$ cat config.mk
export PLATFORM = sky130hd
export DESIGN_NAME = counter_ctrl_seq
export DESIGN_NICKNAME = d
export VERILOG_FILES = /design/src/rtl/counter_ctrl_pkg.sv /design/src/rtl/seq_cycle_timer.sv /design/src/rtl/counter_ctrl_seq.sv
export SDC_FILE = /design/constraint.sdc
export NUM_CORES = 1
export LEC_CHECK = 0
export BUFFER_PORTS_ARGS = -buffer_cell sky130_fd_sc_hd__buf_2
export CORE_UTILIZATION = 48
export DETAILED_ROUTE_END_ITERATION = 16
export PLACE_DENSITY_LB_ADDON = 0.3
export RECOVER_POWER = 25
export SYNTH_ARGS = -nofsm -noshare
export SYNTH_HDL_FRONTEND = slang
export SYNTH_SLANG_ARGS = --single-unit
$ cat constraint.sdc
create_clock -name i_clk -period 1.7 [get_ports i_clk]
set_input_delay 0.255 -clock i_clk [delete_from_list [all_inputs] [get_ports i_clk]]
set_output_delay 0.255 -clock i_clk [all_outputs]
set_load 0.1 [all_outputs]
$ cat src/rtl/counter_ctrl_pkg.sv
// Shared types and constants for the counter control-sequence generator.
// Pure declarations: no latency and no backpressure of its own.
package counter_ctrl_pkg;

    localparam int DEFAULT_WIDTH = 4;
    localparam int TIMER_WIDTH   = 4;

    localparam logic [1:0] MODE_COUNT = 2'd0;
    localparam logic [1:0] MODE_LOAD  = 2'd1;
    localparam logic [1:0] MODE_FULL  = 2'd2;
    localparam logic [1:0] MODE_RST   = 2'd3;

    typedef enum logic [2:0] {
        ST_IDLE,
        ST_RST,
        ST_COUNT,
        ST_LOAD_A,
        ST_LOAD_B,
        ST_CHECK,
        ST_DONE
    } state_t;

endpackage

$ cat src/rtl/seq_cycle_timer.sv
// Loadable down-counter with a zero flag that times the RST and COUNT phases.
// Load takes effect at the next edge; decrement saturates at zero, so no backpressure is needed.
module seq_cycle_timer
    import counter_ctrl_pkg::*;
(
    input  logic                   clk,
    input  logic                   reset,
    input  logic                   load,
    input  logic [TIMER_WIDTH-1:0] load_val,
    input  logic                   dec,
    output logic                   zero
);

    logic [TIMER_WIDTH-1:0] count;

    always_ff @(posedge clk) begin
        if (reset) begin
            count <= '0;
        end else if (load) begin
            count <= load_val;
        end else if (dec && (count != '0)) begin
            count <= count - TIMER_WIDTH'(1);
        end
    end

    assign zero = (count == '0);

endmodule

$ cat src/rtl/counter_ctrl_seq.sv
// Commanded reset/count/load sequencer for the counter block, checking its output at the end.
// Outputs follow the state register by one edge; i_start is ignored while busy.
module counter_ctrl_seq
    import counter_ctrl_pkg::*;
#(
    parameter int RST_CYCLES = 2,
    parameter int WIDTH      = DEFAULT_WIDTH
) (
    input  logic             i_clk,
    input  logic             i_reset,
    input  logic             i_start,
    input  logic [1:0]       i_mode,
    input  logic [3:0]       i_count_len,
    input  logic [WIDTH-1:0] i_load_a,
    input  logic [WIDTH-1:0] i_load_b,
    input  logic [WIDTH-1:0] i_counter1,
    output logic             o_ctr_reset_n,
    output logic             o_cnt_enable_n,
    output logic             o_ld_enable_n,
    output logic [WIDTH-1:0] o_load,
    output logic             o_busy,
    output logic             o_done,
    output logic             o_match
);

    state_t                 state;
    state_t                 next_state;
    logic [1:0]             mode_q;
    logic [3:0]             len_q;
    logic [WIDTH-1:0]       load_a_q;
    logic [WIDTH-1:0]       load_b_q;
    logic [WIDTH-1:0]       expected;
    logic                   accept;
    logic                   tmr_load;
    logic                   tmr_dec;
    logic                   tmr_zero;
    logic [TIMER_WIDTH-1:0] tmr_val;

    assign accept = (state == ST_IDLE) && i_start;

    always_ff @(posedge i_clk) begin
        if (i_reset) begin
            state    <= ST_IDLE;
            mode_q   <= MODE_COUNT;
            len_q    <= '0;
            load_a_q <= '0;
            load_b_q <= '0;
            o_match  <= 1'b0;
        end else begin
            state <= next_state;
            if (accept) begin
                mode_q   <= i_mode;
                len_q    <= i_count_len;
                load_a_q <= i_load_a;
                load_b_q <= i_load_b;
                o_match  <= 1'b0;
            end
            if (state == ST_CHECK) begin
                o_match <= (i_counter1 == expected);
            end
        end
    end

    // Timer holds (remaining cycles - 1), so a phase exits on the cycle it reads zero.
    always_comb begin
        next_state = state;
        tmr_load   = 1'b0;
        tmr_val    = TIMER_WIDTH'(RST_CYCLES - 1);
        case (state)
            ST_IDLE: begin
                if (i_start) begin
                    tmr_load   = 1'b1;
                    next_state = (i_mode == MODE_LOAD) ? ST_LOAD_A : ST_RST;
                end
            end
            ST_RST: begin
                if (tmr_zero) begin
                    if (mode_q == MODE_RST) begin
                        next_state = ST_CHECK;
                    end else if (len_q != '0) begin
                        next_state = ST_COUNT;
                        tmr_load   = 1'b1;
                        tmr_val    = len_q - 4'd1;
                    end else if (mode_q == MODE_FULL) begin
                        next_state = ST_LOAD_A;
                    end else begin
                        next_state = ST_CHECK;
                    end
                end
            end
            ST_COUNT: begin
                if (tmr_zero) begin
                    next_state = (mode_q == MODE_FULL) ? ST_LOAD_A : ST_CHECK;
                end
            end
            ST_LOAD_A: next_state = ST_LOAD_B;
            ST_LOAD_B: next_state = ST_CHECK;
            ST_CHECK:  next_state = ST_DONE;
            ST_DONE:   next_state = ST_IDLE;
            default:   next_state = ST_IDLE;
        endcase
    end

    assign tmr_dec = (state == ST_RST) || (state == ST_COUNT);

    seq_cycle_timer u_timer (
        .clk      (i_clk),
        .reset    (i_reset),
        .load     (tmr_load),
        .load_val (tmr_val),
        .dec      (tmr_dec),
        .zero     (tmr_zero)
    );

    always_comb begin
        expected = '0;
        case (mode_q)
            MODE_LOAD,
            MODE_FULL:  expected = load_b_q;
            MODE_COUNT: expected = WIDTH'(len_q);
            default:    expected = '0;
        endcase
    end

    assign o_ctr_reset_n  = (state != ST_RST);
    assign o_cnt_enable_n = (state != ST_COUNT);
    assign o_ld_enable_n  = !((state == ST_LOAD_A) || (state == ST_LOAD_B));
    assign o_load         = (state == ST_LOAD_A) ? load_a_q :
                            (state == ST_LOAD_B) ? load_b_q : '0;
    assign o_busy         = (state != ST_IDLE);
    assign o_done         = (state == ST_DONE);

endmodule

==> results of run 1 <==
==> kinds of logic (layout without fill, tap and decap cells) <==
family                     after synthesis  after routing  synth area share
adders and majority gates                6              6            0.0559
muxes                                    1              1           0.00746
DFF                                     22             22             0.328
buffers and inverters                   19             72            0.0615
xor gates and xnor gates                 6              6            0.0391
and+or+nand+nor                         64             64             0.254
AOI/OAI and AO/OA                       52             52             0.253
==> stage by stage <==
step | hold slack, ns | std cells
floorplan | 0.391 | 170
global placement | 0.441 | 239
detailed placement | 0.451 | 239
CTS | 0.153 | 248
global route | 0.144 | 253
finish | 0.149 | 253
==> timing repair <==
item,CTS,global route
gates resized for setup,31,18
endpoints found under the setup margin,16,14
pin swaps,6,10
gates cloned,0,0
buffers inserted,6,5
==> final cells by class <==
cell class                 count  share of cell area
tap                           30              0.0181
clock inverter                 1              0.0145
timing repair buffer          57               0.233
sequential                    22               0.219
multi-input combinational    129               0.485
clock buffer                   3              0.0108
inverter                      11              0.0199
==> cell usage in the layout (no fill, tap or decap), types with 3 or more instances in the layout <==
master and instances:
clkbuf_4 3, buf_2 20, nor2_2 3, dfxtp_2 3, nor3_1 3, dfxtp_4 3
a21oi_1 19, inv_1 8, o21ai_0 6, a22o_4 4, ha_1 3, nand2_1 30
xor2_1 5, buf_4 26, buf_12 8, dfxtp_1 16, inv_2 3, or3_1 4
==> cell usage after synthesis (2+ instances only) <==
| cell | n |
|---|---|
| dfxtp_1 | 22 |
| a21oi_1 | 21 |
| or3_1 | 5 |
| nor2_1 | 6 |
| ha_1 | 6 |
| o211ai_1 | 2 |
| nand2b_1 | 3 |
| nor3_1 | 3 |
| nor3b_1 | 2 |
| a22oi_1 | 4 |
| a211oi_1 | 2 |
| inv_1 | 11 |
| nand4_1 | 2 |
| xor2_1 | 5 |
| a21o_1 | 2 |
| nor2b_1 | 2 |
| clkbuf_1 | 4 |
| o21ai_0 | 6 |
| a22o_1 | 4 |
| buf_2 | 3 |
| nand2_1 | 30 |
==> worst max-delay path, cell delays in order (launching register included) <==
cell	delay, ns
dfxtp_4	0.42
buf_6	0.11
inv_2	0.03
and3_4	0.20
a22o_4	0.23
buf_12	0.16
==> flip-flops by register name (all words and copies together), names as in the netlist <==
name,cells
mode_q,2
u_timer.count,4
o_match,1
load_a_q,4
state,3
len_q,4
load_b_q,4
==> worst max-delay path by stage <==
stage                          start                to  cells past startpoint
floorplan                   state[1]     o_ld_enable_n                      3
global placement            state[1]  u_timer.count[3]                      4
detailed placement  u_timer.count[1]  u_timer.count[0]                      6
CTS                         state[2]         o_load[3]                      5
global route        u_timer.count[0]  u_timer.count[0]                      7
finish                      state[2]         o_load[1]                      5
==> layer usage <==
metal / up-vias / global-route usage / wire length, um
met5: - / 0 / 0
met4: 0 / 0.150 / 150
met3: 18 / 0.0500 / 337
met2: 93 / 0.490 / 2330
met1: 707 / 0.372 / 1810
li1: 707 / - / -
==> where the power goes <==
part           switching (mW)  internal (mW)  leakage [nW]  total (mW)
Clock                   0.182          0.239        0.0279       0.420
Sequential              0.204          0.697         0.183       0.901
Combinational            1.78           1.37         0.668        3.14
==> results.toml, run 1 <==
[clocking]
ctsHtreeMaxLevel = 1
cts.clk_slew.worst_paths_ns = 0.14
cts_made_buffers = 3
clockBufferDepth = 2
cts_tree = "done"
cts.sinks = 22
clk_latency_ns = 0.32
cts_hold_buf = 0
root_buffer = "clkbuf_4"

[floorplan]
fp.dieW_um = 54.9
initial_core_util = 0.523
num_rows = 18
dieArea_mm2 = 0.00301
coreArea_mm2 = 0.00257
io_pins = 31
die_height_um = 54.9

[critical_path]
crit_path_max_fanout = 5
r2r_start = "len_q[0]"
r2r_slack_ns = -0.02
start_kind = "flop"
r2r-end = "u_timer.count[1]"
cp.required_ns = 1.44
reg2regPathDepth = 7
crit_arrival_ns = 1.48
worstSetupPathType = "flop to output port"
endpoint_kind = "output port"

[power_and_ir_drop]
p_total_mw = 4.46
cellPowerDensity_mw_per_mm2 = 2150
ir_drop_mv = 1.83
p_leak_nw = 0.880

[finish]
ff_latch_area_um2 = 455
fin_area_mm2 = 0.00208
nets = 251
drive_gt1_frac = 0.462
multi_input_comb_area_mm2 = 0.00101
antenna_cells = 0
final_core_util = 0.808
fillers = 161
syn_to_final_growth_pct = 54.6

[routing]
routed_via_density = 6.03
wirelength_mm = 4.62
postRouteAntennaNets = 0
vias = 1525
route.detailed.drc = 0
dr.pass1.iters = 4
wl_per_cell_um = 18.3
drt_iter0_markers = 97

[logic_synthesis]
synth_edf_count = 0
ys_seq_area_frac = 0.328
avgSynthCellArea_um2 = 7.90
netlist_instances = 170
yosysTopAreaCell = "dfxtp_1"
synthTopCellsByArea = "dfxtp_1, nand2_1, a21oi_1"
synth_seq_cells = 22
synth_cell_types = 46
synth-warning-count = 0
ys.flop_type = "dfxtp_1"
synth_fp_nets = 197
async_reset_ff_frac = 0
synth_top_area_frac = 0.328
synth_area_mm2 = 0.00134

[worst_hold_path]
holdPathStages = 3
min-delay-path-class = "input port to flop"
holdCritStartpoint = "i_count_len[0]"
hold_path_end = "len_q[0]"

[timing]
layout_min_cycle_time_ns = 1.74
rsz0062_at_grt = "true"
finalHoldViolCount = 0
setup_tns_ns = -0.161
tightest_slew_ns = 0.537
max_freq_mhz = 576
relSlewSlack = 0.643
timing.final.max_slew_violations = 0
finalWorstSetupSlack_ns = -0.0368
setup_viol = 6
period_share = 1.02
skew_ns = 0.000883

[global_route]
grt_use_total = 0.299
grt_start_max_net_pins = 25
grt_pass1_vias = 1325
grt_pass1_wl_mm = 6.19
grt_remaining_overflow = 0
antenna_found_initial = 0

[run_status]
outcome = "complete, but fails checks"
violations = "negative setup slack"

[place]
hpwl_mm = 2.72
dpl_cell_area_mm2 = 0.00176
place_congestion = 0.914
place_ws_ns = -0.0615
io_buffer_count = 30

[job]
maxCapViolCount = 0
Power figures use the tool's default switching activity.
==> inputs of run 2 (changes only) <==
CORE_UTILIZATION = 25   (was 48)
PLACE_DENSITY_LB_ADDON = 0.12   (was 0.3)
TNS_END_PERCENT = 1   (was not set)
==> run 2 against run 1 <==
Against the previous run: the flow still finishes with violations (negative setup slack); sequential power fell by 6.9%; count of clock-buffer cells in the layout increased by 1; global-route usage down 15 points; utilization decreased by 43 points; largest power group unchanged; flip-flop and latch count unchanged; wire length fell by 20%; largest cell class unchanged; hold slack better by 0.070 ns.
==> results.toml, run 2 (same netlist as run 1, synthesis figures left out) <==
[floorplan]
initial_core_util = 0.261
die_height_um = 75.3
io_pins = 31
num_rows = 26
coreArea_mm2 = 0.00514
fp.dieW_um = 75.3
dieArea_mm2 = 0.00567

[clocking]
cts.sinks = 22
cts.clk_slew.worst_paths_ns = 0.08
root_buffer = "clkbuf_8"
ctsHtreeMaxLevel = 1
clk_latency_ns = 0.26
clockBufferDepth = 2
cts_tree = "done"
cts_made_buffers = 3
cts_hold_buf = 0

[routing]
drt_iter0_markers = 94
postRouteAntennaNets = 0
routed_via_density = 4.76
dr.pass1.iters = 4
wl_per_cell_um = 12.9
wirelength_mm = 3.69
vias = 1366
route.detailed.drc = 0

[job]
maxCapViolCount = 0

[global_route]
busiest_layer = "met2"
grt_use_met3 = 0.0281
grt_pass1_wl_mm = 6.13
antenna_found_initial = 0
grt_use_met1 = 0.172
grt_use_met2 = 0.255
grt_remaining_overflow = 0
grt_pass1_vias = 1337
grt_use_total = 0.145
grt_start_max_net_pins = 24

[worst_hold_path]
holdPathStages = 3
holdCritStartpoint = "i_load_a[0]"
min-delay-path-class = "input port to flop"
hold_path_end = "load_a_q[0]"

[finish]
nets = 245
syn_to_final_growth_pct = 43.5
layout_common_cells = "nand2_1, a21oi_1, buf_2, buf_4, dfxtp_1"
fin_area_mm2 = 0.00193
drive_gt1_frac = 0.350
antenna_cells = 0
final_core_util = 0.375
stdcell_count = 287
final_common_cell = "nand2_1"

[power_and_ir_drop]
combinationalPowerShare = 0.678
internal_power_mw = 1.97
p_switching_mw = 1.83
ir_drop_mv = 1.07
power_frac_seq = 0.221
p_sw_frac = 0.481
p_total_mw = 3.79
p_leak_nw = 0.800
clkPwrFrac = 0.101
cellPowerDensity_mw_per_mm2 = 1970

[timing]
rsz0062_at_grt = "true"
relSlewSlack = 0.643
finalWorstSetupSlack_ns = -0.0220
period_share = 1.01
tightest_slew_ns = 0.538
setup_viol = 1
timing.final.max_slew_violations = 0
layout_min_cycle_time_ns = 1.72
skew_ns = 0.00306
finalHoldViolCount = 0
hold_ws_ns = 0.219
max_freq_mhz = 581

[critical_path]
r2r_start = "u_timer.count[1]"
start_kind = "flop"
reg2regPathDepth = 7
cpLargestDelayFamily = "simple AND/OR/NAND/NOR gates"
crit_cells = 7
worstSetupPathType = "flop to flop"
worstPathBufferInverterCount = 2
cp.required_ns = 1.88
crit_path_max_fanout = 7
endpoint_kind = "flop"
crit_arrival_ns = 1.90
r2r_slack_ns = -0.02
max_stage_delay_ns = 0.40
worstPathCellList = "inv_1, ha_2, or3b_4, nor4_4, buf_4, nor2_1, a221oi_2"
cpMaxStageDelayCell = "or3b_4"
r2r-end = "u_timer.count[0]"

[run_status]
outcome = "complete, but fails checks"
violations = "negative setup slack"

[place]
io_buffer_count = 30
dp.cells = 280
hpwl_mm = 2.84
dpl_cell_area_mm2 = 0.00180
place_congestion = 0.718
[run 2: worst min-delay path, cell delays in order]
cell and delay (ns):
buf_2 0.09, nand2_1 0.04, a21oi_1 0.05
[run 2: worst max-delay path by stage]
stage / start / end
2_1_floorplan: state[1] / mode_q[0]
3_5_place_dp: u_timer.count[1] / u_timer.count[0]
5_1_grt: u_timer.count[1] / u_timer.count[0]
6_report: u_timer.count[1] / u_timer.count[0]
4_1_cts: state[2] / o_load[0]
3_3_place_gp: u_timer.count[1] / u_timer.count[1]
[run 2: layer usage]
metal  wire length (um)  part of all wire
met4                 44             0.012
met5                  0                 0
met2               1890              0.51
met1               1650              0.45
met3                107             0.029
[run 2: power by group through the flow]
stage / clock network [mW] / registers, mW / logic, mW
6_report: 0.383 / 0.839 / 2.57
5_1_grt: 0.421 / 0.862 / 2.81
4_1_cts: 0.394 / 0.825 / 2.50
3_5_place_dp: 0 / 0.822 / 2.43
3_3_place_gp: 0 / 0.822 / 2.40
2_1_floorplan: 0 / 0.786 / 1.68
[run 2: stage by stage]
stage / setup slack (ns) / TNS [ns]
floorplan: -0.411 / -7.58
global placement: 0.0106 / 0
detailed placement: -0.0789 / -0.120
CTS: -0.00522 / -0.0120
global route: -0.0969 / -0.684
finish: -0.0220 / -0.0220
[run 2: timing repair]
| item | 4_1_cts | 5_1_grt |
|---|---|---|
| gates resized for setup | 9 | 8 |
| pin swaps | 1 | 3 |
| endpoints found under the hold margin | 0 | 0 |
| setup endpoints to repair | 8 | 14 |
| buffers inserted | 0 | 3 |
[run 2: area by class of cell]
class / instances / area [um^2]
multi-input combinational: 129 / 872
inverter: 11 / 41.3
fill: 572 / 3210
timing repair buffer: 51 / 423
sequential: 22 / 448
tap: 70 / 87.6
clock buffer: 4 / 55.1
